--- src/rtl/xor_cipher_pkg.sv ---
// Shared types and helpers for the XOR stream cipher core.
package xor_cipher_pkg;

  typedef enum logic [2:0] {
    IDLE     = 3'd0,
    GET_LEN  = 3'd1,
    GET_KLEN = 3'd2,
    GET_KEY  = 3'd3,
    GET_DATA = 3'd4,
    ENCRYPT  = 3'd5,
    SEND     = 3'd6
  } state_t;

  localparam int MODE_CHAIN   = 0;
  localparam int MODE_DECRYPT = 1;

  function automatic logic [7:0] cipherByte(input logic [7:0] d, input logic [7:0] k,
                                            input logic [7:0] prev, input logic chain);
    return d ^ k ^ (chain ? prev : 8'h00);
  endfunction

endpackage

--- src/rtl/xor_cipher_tx_ctrl.sv ---
// Streams the result buffer to the UART sender, one byte per send/busy handshake.
module xor_cipher_tx_ctrl #(
  parameter int IW = 7
) (
  input  logic          Clk_100M,
  input  logic          Reset,
  input  logic          start,
  input  logic [7:0]    len,
  input  logic [7:0]    byteIn,
  input  logic          tx_busy,
  output logic [IW-1:0] index,
  output logic [7:0]    tx_data,
  output logic          tx_send,
  output logic          fin
);

  logic       active_r;
  logic       send_r;
  logic       fin_r;
  logic [7:0] idx_r;
  logic [7:0] data_r;

  // Issue a byte when the sender is idle; retire it once busy is observed.
  always_ff @(posedge Clk_100M) begin
    if (Reset) begin
      active_r <= 1'b0;
      send_r   <= 1'b0;
      fin_r    <= 1'b0;
      idx_r    <= 8'd0;
      data_r   <= 8'd0;
    end else begin
      fin_r <= 1'b0;
      if (start) begin
        active_r <= 1'b1;
        send_r   <= 1'b0;
        idx_r    <= 8'd0;
      end else if (active_r) begin
        if (send_r) begin
          if (tx_busy) begin
            send_r <= 1'b0;
            if (idx_r == len - 8'd1) begin
              active_r <= 1'b0;
              fin_r    <= 1'b1;
            end else begin
              idx_r <= idx_r + 8'd1;
            end
          end
        end else if (!tx_busy) begin
          send_r <= 1'b1;
          data_r <= byteIn;
        end
      end
    end
  end

  assign index   = idx_r[IW-1:0];
  assign tx_data = data_r;
  assign tx_send = send_r;
  assign fin     = fin_r;

endmodule

--- src/rtl/xor_stream_cipher.sv ---
// Framed byte-stream XOR cipher between UART receiver and sender, with
// optional chaining and display read-back of the input and result buffers.
module xor_stream_cipher import xor_cipher_pkg::*; #(
  parameter int         MAX_DATA = 100,
  parameter int         MAX_KEY  = 8,
  parameter logic [7:0] IV       = 8'h00
) (
  input  logic       Clk_100M,
  input  logic       Reset,
  input  logic [7:0] rx_data,
  input  logic       rx_ready,
  output logic       rx_ack,
  output logic [7:0] tx_data,
  output logic       tx_send,
  input  logic       tx_busy,
  input  logic [7:0] view_index,
  output logic [7:0] view_in,
  output logic [7:0] view_out,
  output logic       busy,
  output logic       done,
  output logic       err
);

  localparam int         DW         = (MAX_DATA > 1) ? $clog2(MAX_DATA) : 1;
  localparam int         KW         = (MAX_KEY > 1) ? $clog2(MAX_KEY) : 1;
  localparam logic [7:0] MAX_DATA_B = 8'(MAX_DATA);
  localparam logic [7:0] MAX_KEY_B  = 8'(MAX_KEY);

  state_t        state_r;
  logic [1:0]    mode_r;
  logic [7:0]    dataLen_r;
  logic [7:0]    keyLen_r;
  logic [7:0]    idx_r;
  logic [7:0]    keyIdx_r;
  logic [7:0]    prev_r;
  logic          rxAck_r;
  logic          err_r;
  logic [7:0]    dataBuf   [MAX_DATA];
  logic [7:0]    resultBuf [MAX_DATA];
  logic [7:0]    keyBuf    [MAX_KEY];

  logic          rxTake_s;
  logic          lastData_s;
  logic          txStart_s;
  logic          txFin_s;
  logic [DW-1:0] txIdx_s;
  logic [7:0]    curData_s;
  logic [7:0]    encByte_s;

  assign rxTake_s   = rx_ready & ~rxAck_r;
  assign lastData_s = (idx_r == dataLen_r - 8'd1);
  assign txStart_s  = (state_r == ENCRYPT) & lastData_s;
  assign curData_s  = dataBuf[idx_r[DW-1:0]];
  assign encByte_s  = cipherByte(curData_s, keyBuf[keyIdx_r[KW-1:0]], prev_r, mode_r[MODE_CHAIN]);

  // Buffer storage; contents survive a finished frame for the display.
  always_ff @(posedge Clk_100M) begin
    if (rxTake_s && state_r == GET_KEY) keyBuf[idx_r[KW-1:0]] <= rx_data;
    if (rxTake_s && state_r == GET_DATA) dataBuf[idx_r[DW-1:0]] <= rx_data;
    if (state_r == ENCRYPT) resultBuf[idx_r[DW-1:0]] <= encByte_s;
  end

  // Frame parser, cipher sequencing and receive handshake.
  always_ff @(posedge Clk_100M) begin
    if (Reset) begin
      state_r   <= IDLE;
      mode_r    <= 2'd0;
      dataLen_r <= 8'd0;
      keyLen_r  <= 8'd0;
      idx_r     <= 8'd0;
      keyIdx_r  <= 8'd0;
      prev_r    <= 8'd0;
      rxAck_r   <= 1'b0;
      err_r     <= 1'b0;
    end else begin
      if (rxTake_s) rxAck_r <= 1'b1;
      else if (!rx_ready) rxAck_r <= 1'b0;

      case (state_r)
        IDLE: if (rxTake_s) begin
          if (rx_data[7:2] != 6'd0) begin
            err_r <= 1'b1;
          end else begin
            err_r   <= 1'b0;
            mode_r  <= rx_data[1:0];
            state_r <= GET_LEN;
          end
        end
        GET_LEN: if (rxTake_s) begin
          if (rx_data == 8'd0 || rx_data > MAX_DATA_B) begin
            err_r   <= 1'b1;
            state_r <= IDLE;
          end else begin
            dataLen_r <= rx_data;
            state_r   <= GET_KLEN;
          end
        end
        GET_KLEN: if (rxTake_s) begin
          if (rx_data == 8'd0 || rx_data > MAX_KEY_B) begin
            err_r   <= 1'b1;
            state_r <= IDLE;
          end else begin
            keyLen_r <= rx_data;
            idx_r    <= 8'd0;
            state_r  <= GET_KEY;
          end
        end
        GET_KEY: if (rxTake_s) begin
          if (idx_r == keyLen_r - 8'd1) begin
            idx_r   <= 8'd0;
            state_r <= GET_DATA;
          end else begin
            idx_r <= idx_r + 8'd1;
          end
        end
        GET_DATA: if (rxTake_s) begin
          if (lastData_s) begin
            idx_r    <= 8'd0;
            keyIdx_r <= 8'd0;
            prev_r   <= IV;
            state_r  <= ENCRYPT;
          end else begin
            idx_r <= idx_r + 8'd1;
          end
        end
        ENCRYPT: begin
          // Chained decrypt feeds back the ciphertext input, encrypt the output.
          prev_r   <= mode_r[MODE_DECRYPT] ? curData_s : encByte_s;
          keyIdx_r <= (keyIdx_r == keyLen_r - 8'd1) ? 8'd0 : keyIdx_r + 8'd1;
          if (lastData_s) begin
            idx_r   <= 8'd0;
            state_r <= SEND;
          end else begin
            idx_r <= idx_r + 8'd1;
          end
        end
        SEND: if (txFin_s) state_r <= IDLE;
        default: state_r <= IDLE;
      endcase
    end
  end

  xor_cipher_tx_ctrl #(.IW(DW)) uTxCtrl (
    .Clk_100M (Clk_100M),
    .Reset    (Reset),
    .start    (txStart_s),
    .len      (dataLen_r),
    .byteIn   (resultBuf[txIdx_s]),
    .tx_busy  (tx_busy),
    .index    (txIdx_s),
    .tx_data  (tx_data),
    .tx_send  (tx_send),
    .fin      (txFin_s)
  );

  assign view_in  = (view_index < dataLen_r) ? dataBuf[view_index[DW-1:0]] : 8'h00;
  assign view_out = (view_index < dataLen_r) ? resultBuf[view_index[DW-1:0]] : 8'h00;
  assign rx_ack   = rxAck_r;
  assign busy     = (state_r != IDLE);
  assign done     = txFin_s;
  assign err      = err_r;

endmodule

--- config.mk ---
export PLATFORM = sky130hd
export DESIGN_NAME = xor_stream_cipher
export DESIGN_NICKNAME = d
export VERILOG_FILES = /design/src/rtl/xor_cipher_pkg.sv /design/src/rtl/xor_cipher_tx_ctrl.sv /design/src/rtl/xor_stream_cipher.sv
export SDC_FILE = /design/constraint.sdc
export NUM_CORES = 2
export LEC_CHECK = 0
export ABC_CLOCK_PERIOD_IN_PS = 7300
export CORE_ASPECT_RATIO = 1.4
export CORE_MARGIN = 1
export CORE_UTILIZATION = 30
export CTS_CLUSTER_DIAMETER = 60
export DETAILED_ROUTE_END_ITERATION = 8
export SETUP_SLACK_MARGIN = 0.05
export SLEW_MARGIN = 20
export SYNTH_ARGS = -nofsm -noshare
export SYNTH_HDL_FRONTEND = slang
export SYNTH_SLANG_ARGS = --single-unit
--- constraint.sdc ---
create_clock -name Clk_100M -period 7.3 [get_ports Clk_100M]
set_clock_uncertainty 0.2 [all_clocks]
set_input_delay 2.19 -clock Clk_100M [delete_from_list [all_inputs] [get_ports Clk_100M]]
set_output_delay 2.19 -clock Clk_100M [all_outputs]
set_load 0.01 [all_outputs]
==> summary.md <==
| Metric | Value |
|---|---|
| CTS tree | `built` |
| Gpl congestion | `just under 0.9` |
| Worst setup margin | `-83.5 ps` |
| Final WL | `250 mm` |
| Violated checks | `negative setup slack` |
| H-tree depth | `4` |
| Syn Area/Cell | `roughly 19 µm²` |
| Hold WC Path Type | `reg -> reg` |
| Share of cells above drive strength 1 | `37.1%` |
| Clock sink count | `roughly 1700` |
| Critical-path cell list | `buf_16 > buf_12 > buf_6 > buf_12 > mux4_2 > mux4_2 > mux4_2 > o22ai_4 > buf_6 > a21oi_4 > buf_6` |
| Slew Limit Fails | `0` |
| Synth Warn # | `0` |
| Worst VDD drop | `approximately 0.00017 V` |
| CTS root buffer | `clkbuf_16` |
| Ports | `49` |
| Initial antenna violation count | `5` |
| Largest net degree at the start of global routing | `around 100` |
| Most common cell in the synthesized netlist | `edfxtp_1` |
| CP endpoint kind | `primary output` |
| Yosys top cell area share | `61.1%` |
| Top FF cell, synth | `edfxtp_1` |
| Worst path bufs/invs | `6` |
| Initial Util | `between 30% and 40%` |
| Hold Buf Count CTS | `0` |
| RSZ-0062 raised after global routing | `true` |
| Sw Ratio | `between 20% and 30%` |
| Overall power | `between 20000 and 25000 µW` |
| Cell variety after synth | `78` |
| Vias in the first global route | `roughly 48000` |
| Vias | `45700` |
| Post-Syn Nets | `4253` |
| Top cells by area, synth | `edfxtp_1 (61%), mux4_2 (26%), dfxtp_1 (1.9%), nor2_1 (1.4%), mux2i_1 (1.2%)` |
| Via-per-instance ratio | `5.62` |
| Insertion delay to the later sink of the worst-skew pair | `~850 ps` |
| EDFF count, synth | `about 1700` |
| Int Power | `about 16000 µW` |
| Max cap viols | `0` |
| Die ar. | `about 270000 µm²` |
| Relative slew slack | `approximately a fifth` |
| Max incr delay on CP | `~610 ps` |
| CP Launch Type | `primary input` |
| First-pass GRT wire length | `approximately 360 mm` |
| DRC Markers | `0` |
| 1st-iter DRT viols | `just under 5000` |
| Worst Max-Slew Pin Slew | `1190 ps` |
| Critical path type | `in -> out` |
| Remaining Overflow, GRT | `0` |
| Power Dens Cells | `219 nW/µm²` |
| Cells after Synth | `around 4200` |
| Post-route ant nets | `0` |
| DP Wirelength | `~170 mm` |
| Clock share of power | `approximately 43%` |
| Clock transition at path regs | `approximately 60 ps` |
| Seq pwr share | `between 50% and 60%` |
| Die width | `between 400 and 500 µm` |
| Final setup violation count | `5` |
| CTS Buffer Depth | `4` |
| Critical Path AT | `4990 ps` |
| Die Y | `around 620 µm` |
| Leakage | `0.0287 µW` |
| Placed Area | `a little under 90000 µm²` |
| CP max FO | `7` |
| First-pass DRT Iterations | `5` |
| TritonCTS Buffers | `approximately 170` |
| Layout area overhead | `15.7%` |
| Std-Cell Rows | `226` |
| Routed WL per cell | `between 30 and 40 µm` |
| Period utilization | `101%` |
| Outcome | `finished, violations left` |
| Slowest cell on crit path | `mux4_2` |
| Netlist area before placement | `81800 µm²` |
| Minimum clock period | `7380 ps` |
| Synth area leader | `edfxtp_1` |
| Commonest cells in the synthesized netlist | `edfxtp_1 (1664), mux4_2 (934), nor2_1 (295), clkbuf_1 (176), nand2_1 (160)` |
| Final Hold Vio Count | `0` |
| Setup TNS | `-220 ps` |
| Sw power | `4400 µW` |
| PortBufs | `48` |
| Fmax achieved | `approximately 140 MHz` |
| Core box area | `271000 µm²` |
| Comb pwr share | `under 10%` |
| Final net count | `~4500` |
| GR Util All Layers | `18.0%` |
| Ys async rst share | `0%` |
| Synth Register Bits | `about 1700` |
| Seq/Total Area, Yosys | `a little over three fifths` |
| Finished Cell Area | `about 95000 µm²` |
| WP data required | `4910 ps` |
| Crit-path leading delay family | `multiplexers` |
[logic make-up after synthesis]
kind of cell               Yosys count  synth area share, %
buffers and inverters              356                 2.13
and+or+nand+nor                    690                 3.89
muxes                             1076                 27.5
AOI/OAI and AO/OA                  283                 2.38
adders and majority gates           12                0.184
xor gates and xnor gates            64                0.938
DFF                               1740                 62.9
[layout by cell type (no fill, tap or decap), types with 13 or more instances in the layout]
cell             synthesis  final
a21oi_1                 54     42
o21ai_0                 36     35
clkinv_1                 0     26
nand2_1                160    159
mux4_2                 934    934
clkdlybuf4s50_1          0     17
nand3b_1                13     13
mux2_2                  45     45
nor2_1                 295    287
inv_1                   20     18
xnor2_1                 33     26
a31oi_1                 14     14
xor2_1                  16     15
bufinv_16                0     20
edfxtp_1              1664   1664
nand3_1                 43     43
buf_12                   0     75
dfxtp_1                 76     67
nor3_1                  44     40
buf_2                   78     17
a221oi_1                18     18
clkinv_2                 0     26
mux2i_1                 97     97
clkbuf_16                0    168
o22ai_1                 50     34
buf_6                   23     25
xnor3_1                 15     15
buf_4                   27    272
clkbuf_1               176     23
a22oi_1                 24     24
nor3b_1                 13     13
nor2b_1                 33     33
[per-stage QoR]
| stage | util, % | instances | hold WS [ps] | worst slack [ps] |
|---|---|---|---|---|
| after CTS | 34.9 | 8128 | 262 | -106 |
| after detailed placement | 32.7 | 7801 | 248 | -685 |
| after floorplan | - | 4221 | 225 | 359 |
| after global placement | 32.7 | 7801 | 238 | -691 |
| final | 34.9 | 8133 | 269 | -83.5 |
| after global routing | 34.9 | 8130 | 296 | -75.9 |
[power groups by stage]
stage               clock, µW  sequential [µW]  combinational [µW]
floorplan                   0            11100                 496
global placement            0            11100                 966
detailed placement          0            11100                 972
CTS                      8960            10800                1030
global route             9270            10800                1060
finish                   8840            10800                1030
[path summary, 6_finish.rpt]
check                              start                         to  slack, ps  cells after the start
setup reg to reg                    flop  resultBuf[2][1]$_DFFE_PP_       1980                      9
setup / recovery           view_index[0]                view_out[7]        -80                     11
hold / removal    prev_r[1]$_SDFFE_PP0N_     prev_r[1]$_SDFFE_PP0N_        270                      2
hold reg to reg   prev_r[1]$_SDFFE_PP0N_     prev_r[1]$_SDFFE_PP0N_        270                      2
[worst min-delay path, delay by kind of cell, from the launching register on]
kind               cells  cell delay (ps)
DFF                    1              330
and+or+nand+nor        1               50
AOI/OAI and AO/OA      1               60
[routing by layer]
| layer | share of wire [%] | wire length, µm | vias up | track usage (%) |
|---|---|---|---|---|
| met5 | 0 | 0 | - | 0 |
| met4 | 5.2 | 12900 | 0 | 8.58 |
| met3 | 5.9 | 14700 | 455 | 2.00 |
| met2 | 52 | 131000 | 1944 | 32.2 |
| met1 | 37 | 91700 | 24900 | 21.4 |
| li1 | - | - | 18400 | - |
[area by class of cell]
| class | count | area (µm²) |
|---|---|---|
| repair buffers | 419 | 4370 |
| flip-flops and latches | 1740 | 51500 |
| diodes | 4 | 10.0 |
| well taps | 3534 | 4420 |
| multi-input cells | 2125 | 28900 |
| fillers | 25200 | 176000 |
| inverters | 22 | 82.6 |
| clock inverters | 93 | 1010 |
| clock buffers | 196 | 4360 |
[what timing repair did]
| action | in CTS | in global routing |
|---|---|---|
| cloned | 5 | 0 |
| resized for setup | 134 | 9 |
| pin swaps | 13 | 11 |
| endpoints found under the setup margin | 16 | 16 |
| buffers inserted | 36 | 5 |
[flip-flops by register name (all words and copies together), names as in the netlist, named ones only]
name	count
dataBuf	800
dataLen_r	8
err	1
idx_r	8
keyBuf	64
keyIdx_r	8
keyLen_r	8
mode_r	2
prev_r	8
resultBuf	800
rx_ack	1
state_r	3
uTxCtrl.active_r	1
uTxCtrl.fin	1
uTxCtrl.idx_r	8
uTxCtrl.tx_data	8
uTxCtrl.tx_send	1
Power figures use the tool's default switching activity.
